<file path="config.mk">
export PLATFORM = sky130hd
export DESIGN_NAME = microarch_trace_buffer_flat
export DESIGN_NICKNAME = d
export VERILOG_FILES = /design/src/rtl/microarch_trace_buffer_if.sv /design/src/rtl/microarch_trace_buffer.sv /design/src/flat_wrapper.sv
export SDC_FILE = /design/constraint.sdc
export NUM_CORES = 2
export LEC_CHECK = 0
export ABC_AREA = 0
export CAP_MARGIN = 0
export CORE_MARGIN = 5
export CORE_UTILIZATION = 65
export CTS_CLUSTER_SIZE = 24
export DETAILED_ROUTE_END_ITERATION = 10
export PLACE_DENSITY = 0.87
export SLEW_MARGIN = 20
export SYNTH_ARGS = -nofsm -noshare
export SYNTH_HDL_FRONTEND = slang
export SYNTH_SLANG_ARGS = --single-unit
</file>
<file path="constraint.sdc">
create_clock -name clk -period 34.7 [get_ports clk]
set_input_delay 6.94 -clock clk [delete_from_list [all_inputs] [get_ports clk]]
set_output_delay 6.94 -clock clk [all_outputs]
set_load 0.01 [all_outputs]
</file>
<file path="src/rtl/microarch_trace_buffer_if.sv">
// Record stream between the trace buffer (master) and its consumer (slave).
interface microarch_trace_buffer_if #(
    parameter int NUM_STAGES = 4,
    parameter int PC_W       = 32,
    parameter int TS_W       = 16
);
    logic                         rec_valid_o;
    logic                         rec_ready_i;
    logic [NUM_STAGES-1:0]        rec_mask_o;
    logic [NUM_STAGES*PC_W-1:0]   rec_pc_o;
    logic [31:0]                  rec_insn_o;
    logic [TS_W-1:0]              rec_cycle_o;
    logic                         rec_lost_o;

    modport master (
        output rec_valid_o, rec_mask_o, rec_pc_o, rec_insn_o, rec_cycle_o, rec_lost_o,
        input  rec_ready_i
    );

    modport slave (
        input  rec_valid_o, rec_mask_o, rec_pc_o, rec_insn_o, rec_cycle_o, rec_lost_o,
        output rec_ready_i
    );
endinterface

</file>
<file path="src/rtl/microarch_trace_buffer.sv">
// Pipeline trace buffer: collapses per-stage events of one cycle into a
// record, queues records in a FIFO with drop accounting, and tracks an
// end-of-trace handshake (finish instruction -> writeback -> drained).
module microarch_trace_buffer #(
    parameter int          NUM_STAGES  = 4,
    parameter int          DE_IDX      = 1,
    parameter int          PC_W        = 32,
    parameter int          DEPTH       = 16,
    parameter int          TS_W        = 16,
    parameter logic [31:0] FINISH_INSN = 32'h00002013,
    localparam int         AW          = $clog2(DEPTH),
    localparam int         LVL_W       = AW + 1
) (
    input  logic                       clk,
    input  logic                       rst_n,
    input  logic                       if_req_i,
    input  logic [NUM_STAGES-1:0]      ev_valid_i,
    input  logic [NUM_STAGES*PC_W-1:0] ev_pc_i,
    input  logic [31:0]                de_insn_i,
    microarch_trace_buffer_if.master   rec_if,
    output logic [15:0]                drop_cnt_o,
    output logic [LVL_W-1:0]           level_o,
    output logic                       finish_o
);
    // Entry layout, LSB first: mask, pcs, insn, cycle, lost.
    localparam int PC_LSB  = NUM_STAGES;
    localparam int INS_LSB = PC_LSB + NUM_STAGES * PC_W;
    localparam int CYC_LSB = INS_LSB + 32;
    localparam int ENT_W   = CYC_LSB + TS_W + 1;

    typedef enum logic [1:0] {S_RUN, S_ARMED, S_DRAIN, S_DONE} state_t;

    state_t                    state_q;
    logic                      finish_q;
    logic                      prev_req_q;
    logic [PC_W-1:0]           prev_pc_q;
    logic [TS_W-1:0]           cycle_q;
    logic [15:0]               drop_cnt_q, drop_cnt_d;
    logic                      lost_q;
    logic [AW-1:0]             wr_ptr_q, rd_ptr_q;
    logic [LVL_W-1:0]          count_q, count_d;
    logic [ENT_W-1:0]          mem_q [DEPTH];

    logic                      fetch_evt;
    logic [NUM_STAGES-1:0]     evt_mask;
    logic [NUM_STAGES*PC_W-1:0] evt_pc;
    logic [31:0]               evt_insn;
    logic                      any_evt, full, rec_valid, pop, push, drop;
    logic [ENT_W-1:0]          wr_ent, head;
    logic                      unused_ev0;

    // Lane 0 is driven by fetch requests; its valid bit is never consulted.
    assign unused_ev0 = ev_valid_i[0];

    // A fetch counts only on a request rising edge or a PC change.
    assign fetch_evt = if_req_i && (!prev_req_q || (ev_pc_i[PC_W-1:0] != prev_pc_q));

    genvar gi;
    generate
        for (gi = 0; gi < NUM_STAGES; gi++) begin : g_lane
            if (gi == 0) begin : g_fetch
                assign evt_mask[gi] = fetch_evt;
            end else begin : g_stage
                assign evt_mask[gi] = ev_valid_i[gi];
            end
            assign evt_pc[gi*PC_W +: PC_W] = evt_mask[gi] ? ev_pc_i[gi*PC_W +: PC_W] : '0;
        end
    endgenerate

    assign evt_insn  = evt_mask[DE_IDX] ? de_insn_i : '0;
    assign any_evt   = |evt_mask;
    assign full      = (count_q == LVL_W'(DEPTH));
    assign rec_valid = (count_q != '0);
    assign pop       = rec_valid && rec_if.rec_ready_i;
    // A full FIFO still accepts a record when the head leaves in the same cycle.
    assign push      = any_evt && (!full || pop);
    assign drop      = any_evt && !push;
    assign wr_ent    = {lost_q, cycle_q, evt_insn, evt_pc, evt_mask};
    assign count_d   = count_q + LVL_W'(push) - LVL_W'(pop);
    assign drop_cnt_d = (drop && (drop_cnt_q != 16'hFFFF)) ? drop_cnt_q + 16'd1 : drop_cnt_q;

    // Record storage; contents need no reset since occupancy gates visibility.
    always_ff @(posedge clk) begin
        if (push) begin
            mem_q[wr_ptr_q] <= wr_ent;
        end
    end

    assign head = mem_q[rd_ptr_q];

    assign rec_if.rec_valid_o = rec_valid;
    assign rec_if.rec_mask_o  = rec_valid ? head[0 +: NUM_STAGES]             : '0;
    assign rec_if.rec_pc_o    = rec_valid ? head[PC_LSB +: NUM_STAGES*PC_W]   : '0;
    assign rec_if.rec_insn_o  = rec_valid ? head[INS_LSB +: 32]               : '0;
    assign rec_if.rec_cycle_o = rec_valid ? head[CYC_LSB +: TS_W]             : '0;
    assign rec_if.rec_lost_o  = rec_valid ? head[ENT_W-1]                     : 1'b0;
    assign drop_cnt_o         = drop_cnt_q;
    assign level_o            = count_q;
    assign finish_o           = finish_q;

    // FIFO pointers, occupancy, cycle stamp, drop accounting, fetch history.
    always_ff @(posedge clk or negedge rst_n) begin
        if (!rst_n) begin
            prev_req_q <= 1'b0;
            prev_pc_q  <= '0;
            cycle_q    <= '0;
            drop_cnt_q <= '0;
            lost_q     <= 1'b0;
            wr_ptr_q   <= '0;
            rd_ptr_q   <= '0;
            count_q    <= '0;
        end else begin
            prev_req_q <= if_req_i;
            prev_pc_q  <= ev_pc_i[PC_W-1:0];
            cycle_q    <= cycle_q + 1'b1;
            drop_cnt_q <= drop_cnt_d;
            count_q    <= count_d;
            if (push) begin
                wr_ptr_q <= wr_ptr_q + 1'b1;
                lost_q   <= 1'b0;
            end else if (drop) begin
                lost_q   <= 1'b1;
            end
            if (pop) begin
                rd_ptr_q <= rd_ptr_q + 1'b1;
            end
        end
    end

    // End-of-trace FSM with registered finish flag.
    always_ff @(posedge clk or negedge rst_n) begin
        if (!rst_n) begin
            state_q  <= S_RUN;
            finish_q <= 1'b0;
        end else begin
            case (state_q)
                S_RUN: begin
                    if (ev_valid_i[DE_IDX] && (de_insn_i == FINISH_INSN)) begin
                        state_q <= S_ARMED;
                    end
                end
                S_ARMED: begin
                    if (ev_valid_i[NUM_STAGES-1]) begin
                        state_q <= S_DRAIN;
                    end
                end
                S_DRAIN: begin
                    if ((count_q == '0) && !push) begin
                        state_q  <= S_DONE;
                        finish_q <= 1'b1;
                    end
                end
                default: begin
                    state_q  <= S_DONE;
                    finish_q <= 1'b1;
                end
            endcase
        end
    end
endmodule

</file>
<file path="src/flat_wrapper.sv">
// flat-port wrapper written by rule: the top's interface ports become plain ports
module microarch_trace_buffer_flat 
#(
    parameter int          NUM_STAGES  = 4,
    parameter int          DE_IDX      = 1,
    parameter int          PC_W        = 32,
    parameter int          DEPTH       = 16,
    parameter int          TS_W        = 16,
    parameter logic [31:0] FINISH_INSN = 32'h00002013,
    localparam int         AW          = $clog2(DEPTH),
    localparam int         LVL_W       = AW + 1
)
  (clk, rst_n, if_req_i, ev_valid_i, ev_pc_i, de_insn_i, drop_cnt_o, level_o, finish_o, rec_if_rec_valid_o, rec_if_rec_mask_o, rec_if_rec_pc_o, rec_if_rec_insn_o, rec_if_rec_cycle_o, rec_if_rec_lost_o, rec_if_rec_ready_i);
  microarch_trace_buffer_if #(.NUM_STAGES(NUM_STAGES), .PC_W(PC_W), .TS_W(TS_W)) rec_if_i ();
  input  logic clk;
  input  logic rst_n;
  input  logic if_req_i;
  input  logic [NUM_STAGES-1:0] ev_valid_i;
  input  logic [NUM_STAGES*PC_W-1:0] ev_pc_i;
  input  logic [31:0] de_insn_i;
  output logic [15:0] drop_cnt_o;
  output logic [LVL_W-1:0] level_o;
  output logic finish_o;
  output wire logic [$bits(rec_if_i.rec_valid_o)-1:0] rec_if_rec_valid_o;
  output wire logic [$bits(rec_if_i.rec_mask_o)-1:0] rec_if_rec_mask_o;
  output wire logic [$bits(rec_if_i.rec_pc_o)-1:0] rec_if_rec_pc_o;
  output wire logic [$bits(rec_if_i.rec_insn_o)-1:0] rec_if_rec_insn_o;
  output wire logic [$bits(rec_if_i.rec_cycle_o)-1:0] rec_if_rec_cycle_o;
  output wire logic [$bits(rec_if_i.rec_lost_o)-1:0] rec_if_rec_lost_o;
  input wire logic [$bits(rec_if_i.rec_ready_i)-1:0] rec_if_rec_ready_i;
  assign rec_if_rec_valid_o = rec_if_i.rec_valid_o;
  assign rec_if_rec_mask_o = rec_if_i.rec_mask_o;
  assign rec_if_rec_pc_o = rec_if_i.rec_pc_o;
  assign rec_if_rec_insn_o = rec_if_i.rec_insn_o;
  assign rec_if_rec_cycle_o = rec_if_i.rec_cycle_o;
  assign rec_if_rec_lost_o = rec_if_i.rec_lost_o;
  assign rec_if_i.rec_ready_i = rec_if_rec_ready_i;
  microarch_trace_buffer #(.NUM_STAGES(NUM_STAGES), .DE_IDX(DE_IDX), .PC_W(PC_W), .DEPTH(DEPTH), .TS_W(TS_W), .FINISH_INSN(FINISH_INSN)) u_core (.clk(clk), .rst_n(rst_n), .if_req_i(if_req_i), .ev_valid_i(ev_valid_i), .ev_pc_i(ev_pc_i), .de_insn_i(de_insn_i), .rec_if(rec_if_i), .drop_cnt_o(drop_cnt_o), .level_o(level_o), .finish_o(finish_o));
endmodule
</file>
Word level (Yosys, flattened, before mapping)

Memory sizes are Yosys's and may differ from the RTL's.
Cells that the tools add are included.

Register bits after elaboration: 82
Memory bits (writable): 2896
Bits of input ports: 168
Output and inout port bits: 204
Memories kept: 1

Memories:

| memory       | depth | bits a word | rd ports | clocked after memory_dff | wr ports | RTL line                     | source |
|---|---|---|---|---|---|---|---|
| u_core.mem_q | 16    | 181         | 1        | 0                        | 1        | microarch_trace_buffer.sv:42 | `logic [ENT_W-1:0] mem_q [DEPTH];` |

$add $sub $neg: 6
Equal/unequal tests: 9
Multiplexer cells: 20
Bitwise logic cells: 1
Reduce and logical (&&, ||, !) cells: 20

Operators by type and width:

| operator                                               | number |
|---|---|
| two-way mux 32 bit                                     | 6 |
| two-way mux 128 bit                                    | 1 |
| adder 16 x 1 -> 16 bit (second input constant)         | 2 |
| equality test 32 x 14 -> 1 bit (second input constant) | 1 |
| inequality test 32 bit                                 | 1 |
| two-way mux 16 bit                                     | 1 |
| inequality test 16 bit (second input constant)         | 1 |
| adder 4 x 1 -> 4 bit (second input constant)           | 2 |
| logical AND 1 bit                                      | 7 |
| two-way mux 1 bit                                      | 6 |
| two-way mux 2 bit                                      | 3 |
| one-hot mux 2 bit (3 select lines)                     | 1 |
| adder 5 x 1 -> 5 bit                                   | 1 |
| equality test 5 bit (second input constant)            | 1 |
| zero test 5 bit                                        | 1 |
| nonzero test 5 bit                                     | 1 |
| subtractor 5 x 1 -> 5 bit                              | 1 |
| two-way mux 4 bit                                      | 1 |
| inequality test 2 x 1 -> 1 bit (second input constant) | 2 |
| OR reduction 4 bit                                     | 1 |
| zero test 1 bit                                        | 3 |
| AND reduction 3 bit                                    | 1 |
| equality test 2 x 1 -> 1 bit (second input constant)   | 1 |
| equality test 2 bit (second input constant)            | 1 |
| 8 further kinds                                        | 9 |

Logic depth before layout (Yosys ltp)

Depth after elaboration: 9
Mapped depth: 17
Gate-level depth less buffers: 16

Least setup slack after synthesis

Ideal clock, no wire load.

Kind: in2reg
From: in ev_pc_i[12]
To: mem u_core.mem_q[11][0] in the netlist's numbering (enable)
Library setup time: 981 ps
Data arrival time: 20920 ps
Setup slack: 12799 ps
Stages: 6
Buffers on the path: 0
Cell sequence: xor2_1 > nor4_1 > and3_1 > a31oi_1 > o211ai_1 > nor3b_1

Longest elaborated chain between the ends: 7

RTL lines:

| what                                    | RTL line                     | source |
|---|---|---|
| start, declared                         | flat_wrapper.sv:19           | `input logic [NUM_STAGES*PC_W-1:0] ev_pc_i;` |
| inequality test 32 bit                  | microarch_trace_buffer.sv:56 | `assign fetch_evt = if_req_i && (!prev_req_q \|\| (ev_pc_i[PC_W-1:0] != prev_pc_q));` |
| logical OR 1 bit                        | microarch_trace_buffer.sv:56 |  |
| logical AND 1 bit                       | microarch_trace_buffer.sv:56 |  |
| OR reduction 4 bit                      | microarch_trace_buffer.sv:71 | `assign any_evt = \|evt_mask;` |
| logical AND 1 bit                       | microarch_trace_buffer.sv:76 | `assign push = any_evt && (!full \|\| pop);` |
| two-way mux 1 bit                       | microarch_trace_buffer.sv:84 | `if (push) begin` |
| two-way mux 1 bit (not written as such) | microarch_trace_buffer.sv:85 | `mem_q[wr_ptr_q] <= wr_ent;` |
| end, declared                           | microarch_trace_buffer.sv:42 |  |

Every way passes these cells.

Worst setup path after layout

From: reg u_core.rd_ptr_q[0]
To: out rec_if_rec_pc_o[27]

Longest elaborated chain between the ends: 2

RTL lines:

| what                       | RTL line                      | source |
|---|---|---|
| start, declared            | microarch_trace_buffer.sv:40  | `logic [AW-1:0] wr_ptr_q, rd_ptr_q;` |
| start signal, assigned     | microarch_trace_buffer.sv:125 | `rd_ptr_q <= rd_ptr_q + 1'b1;` |
| memory read (16 x 181 bit) | n/a                           |  |
| two-way mux 128 bit        | microarch_trace_buffer.sv:93  | `assign rec_if.rec_pc_o = rec_valid ? head[PC_LSB +: NUM_STAGES*PC_W] : '0;` |
| end, declared              | flat_wrapper.sv:26            | `output wire logic [$bits(rec_if_i.rec_pc_o)-1:0] rec_if_rec_pc_o;` |

Every way passes these cells.

==> flow_metrics.env <==
export IMPL_insertion_delay_ns=0.95
export IMPL_syn_area_per_cell_um2=24.3
export IMPL_fmax_mhz=71.2
export IMPL_worstSetupPathType="reg -> out"
export IMPL_post_cts_buffers=0
export IMPL_critPathCaptureType="primary output"
export IMPL_hold_viol_final=0
export IMPL_min_period_ns=14.05
export IMPL_fin_area_um2=130000
export IMPL_min_from="u_core.drop_cnt_o[13]"
export IMPL_wirelength_um=317000
export IMPL_antenna_left=0
export IMPL_tightest_slew_ns=1.25
export IMPL_cp_top_family="buffers and inverters"
export IMPL_cp_slowest_cell="dfrtp_4"
export IMPL_finalMaxSlewViolations=0
export IMPL_hold_buffers=0
export IMPL_htree_levels=5
export IMPL_p_leak_nw=41.4
export IMPL_grt_pass1_wl_um=449000
export IMPL_fin_skew_ns=0.0694
export IMPL_num_rows=154
export IMPL_drt_met1_wl_um=101000
export IMPL_synth_yosys_seq_area_share_pct=77.8
export IMPL_num_vias=57800
export IMPL_ys_ff_latch=2978
export IMPL_placed_area_um2=121000
export IMPL_cts_made_buffers=299
export IMPL_period_share_pct=40.5
export IMPL_critPathLaunchType="register"
export IMPL_dpl_hpwl_um=147000
export IMPL_io_buffers=370
export IMPL_clock_sinks=2978
export IMPL_yosys_warnings=0
export IMPL_antenna_found_initial=27
export IMPL_crit_cells=8
export IMPL_finalNetCount=5415
export IMPL_synthCells=4717
export IMPL_dieHeight_um=430
export IMPL_critical_path_buf_inv_count=5
export IMPL_drc_errors=0
export IMPL_setup_violations_final=0
export IMPL_crit_start="u_core.rd_ptr_q[0]"
export IMPL_yosysUniqueCellTypes=43
export IMPL_cellPowerDensity_nw_per_um2=92.1
export IMPL_grt_pass1_vias=60000
export IMPL_syn_nets=4899
export IMPL_reg2reg_from="u_core.prev_pc_q[31]"
export IMPL_avgRoutedWirePerCell_um=40.7
export IMPL_async_flop_share_pct=2.75
export IMPL_die_area_um2=184000
export IMPL_path_clk_slew_ns=0.07
export IMPL_track_usage_pct=34.6
export IMPL_cts_root_buf="clkbuf_16"
export IMPL_rsz0062_at_grt="no"
export IMPL_synth_edff_count=2896
export IMPL_arrival_ns=7.11
export IMPL_status="finished, final reports clean"
export IMPL_initial_core_util_pct=65.2
export IMPL_syn2layout_area_growth_pct=13.6
export IMPL_worst_r2r_cell_count=8
export IMPL_routed_top_layer="met5"
export IMPL_crit_required_ns=27.76
export IMPL_grt_max_degree=188
export IMPL_synth_flop_cell="edfxtp_1"
export IMPL_viasPerCell=7.40
export IMPL_path_cells="buf_12 -> buf_4 -> buf_4 -> buf_6 -> mux4_2 -> mux4_2 -> and2_1 -> clkdlybuf4s50_1"
export IMPL_wl_met3_um=34100
export IMPL_place_ws_ns=21.19
export IMPL_vdd_drop_max_mv=0.0781
export IMPL_final_core_util_pct=74.1
export IMPL_layout_setup_ws_ns=20.65
export IMPL_io_pins=372
export IMPL_hold_depth=1
export IMPL_core_area_um2=176000
export IMPL_first_pass_iters=6
export IMPL_maxSlewHeadroom_pct=16.5
export IMPL_min_delay_path_class="reg -> reg"
export IMPL_cts_tree="built"
export IMPL_post_cts_resized=0
export IMPL_drive_gt1_share_pct=26.3
export IMPL_gp_congestion=0.784
export IMPL_clock_path_buffers=4
export IMPL_die_w_um=430
export IMPL_whs_ns=0.509
export IMPL_synthesis_area_um2=114000
export IMPL_overflow=0
export IMPL_finalSetupTns_ns=0
export IMPL_path_max_fanout=120
export IMPL_routed_wl_met2_um=160000
export IMPL_cap_violations=0
export IMPL_critPathMaxStageDelay_ns=0.88
export IMPL_drt_iter0_markers=9587
## worst paths after layout
path	endpoint	slack, ns
min in group asynchronous	u_core.drop_cnt_o[14]	5.94
max reg2reg	u_core.mem_q[15][19]	29.28
max in group asynchronous	u_core.rd_ptr_q[3]	27.35
max	rec_if_rec_pc_o[27]	20.65
min	u_core.drop_cnt_o[13]	0.51
min reg2reg	u_core.drop_cnt_o[13]	0.51
## stage by stage
stage          cells  power, W
5_1_grt         7805    0.0123
3_3_place_gp    7271   0.00861
4_1_cts         7784    0.0120
6_report        7808    0.0120
3_5_place_dp    7271   0.00877
2_1_floorplan   4717   0.00736
## final cells by class
type                            instances  area [um2]
Multi-Input combinational cell       1476       24300
Fill cell                            8455       45500
Tap cell                             2340        2930
Inverter                               16        65.1
Clock inverter                        152        1100
Timing Repair Buffer                  462        4580
Clock buffer                          361        7910
Antenna cell                           23        57.6
Sequential cell                      2978       89000
## cells in the mapped netlist, types with 6 or more instances
library cell | instances | share of area, %
xnor2_1 | 59 | 0.45
nand2_1 | 19 | 0.062
nor4_1 | 6 | 0.033
and2_1 | 346 | 1.9
ha_1 | 13 | 0.14
o211ai_1 | 11 | 0.072
nand3_1 | 15 | 0.066
edfxtp_1 | 2896 | 76
inv_1 | 16 | 0.053
nor2_1 | 23 | 0.075
nand4_1 | 11 | 0.060
a21oi_1 | 6 | 0.026
buf_1 | 27 | 0.089
dfrtp_1 | 82 | 1.8
xor2_1 | 11 | 0.084
mux4_2 | 905 | 18
buf_6 | 17 | 0.17
and3_1 | 11 | 0.060
clkbuf_1 | 135 | 0.44
buf_2 | 67 | 0.29
## placed cells by master (no fill, tap or decap), drive strengths merged, types with 2 or more instances in the layout
cell type | synthesis | routed
ha | 13 | 13
o21ai | 6 | 6
clkbuf | 135 | 361
a21o | 2 | 2
nand4 | 11 | 11
clkinv | 0 | 122
o211ai | 11 | 11
mux4 | 905 | 905
nor3b | 2 | 2
bufinv | 0 | 15
nor4 | 7 | 7
dfrtp | 82 | 82
nor4b | 3 | 3
diode | 0 | 23
nor2 | 23 | 23
buf | 112 | 96
or3b | 2 | 2
xor2 | 11 | 11
clkinvlp | 0 | 9
nor3 | 4 | 4
nand3 | 15 | 15
and2 | 346 | 346
edfxtp | 2896 | 2896
and3 | 11 | 11
nor2b | 4 | 4
inv | 16 | 22
xnor2 | 59 | 59
a21oi | 6 | 6
o2111ai | 3 | 3
clkdlybuf4s50 | 0 | 366
nand2 | 19 | 19
mux2 | 4 | 4
## sequential cells by signal (all words and copies together), names as in the netlist
name / cells
u_core.lost_q: 1
u_core.wr_ptr_q: 4
u_core.mem_q: 2896
u_core.prev_req_q: 1
u_core.finish_o: 1
u_core.drop_cnt_o: 16
u_core.state_q: 2
u_core.level_o: 5
u_core.cycle_q: 16
u_core.prev_pc_q: 32
u_core.rd_ptr_q: 4
## cells by family after synthesis
logic type | Yosys count | synth area share [%]
buffers and inverters | 263 | 1.05
xor gates and xnor gates | 70 | 0.536
adders and majority gates | 14 | 0.160
and+or+nand+nor | 450 | 2.37
muxes | 909 | 17.9
DFF | 2978 | 77.8
AOI/OAI and AO/OA | 33 | 0.211
## worst register-to-register path, delay by kind of cell (launching register included)
family                 cells  cell delay [ns]
flip-flops                 1             0.41
AND/OR/NAND/NOR            3             1.42
buffers and inverters      2             1.78
AO/OA/AOI/OAI              2             1.17
XOR/XNOR                   1             0.16
## power by group
group | internal, W | switching [W]
Sequential | 0.00463 | 0.000265
Combinational | 0.00186 | 0.00212
Clock | 0.00173 | 0.00136
Total | 0.00822 | 0.00374
## per-layer routing
layer	GRT usage (%)	up-vias
met3	6.17	969
met5	0	-
met1	44.8	30200
met4	19.7	4
li1	-	21100
met2	56.6	5571
Power figures use the tool's default switching activity.
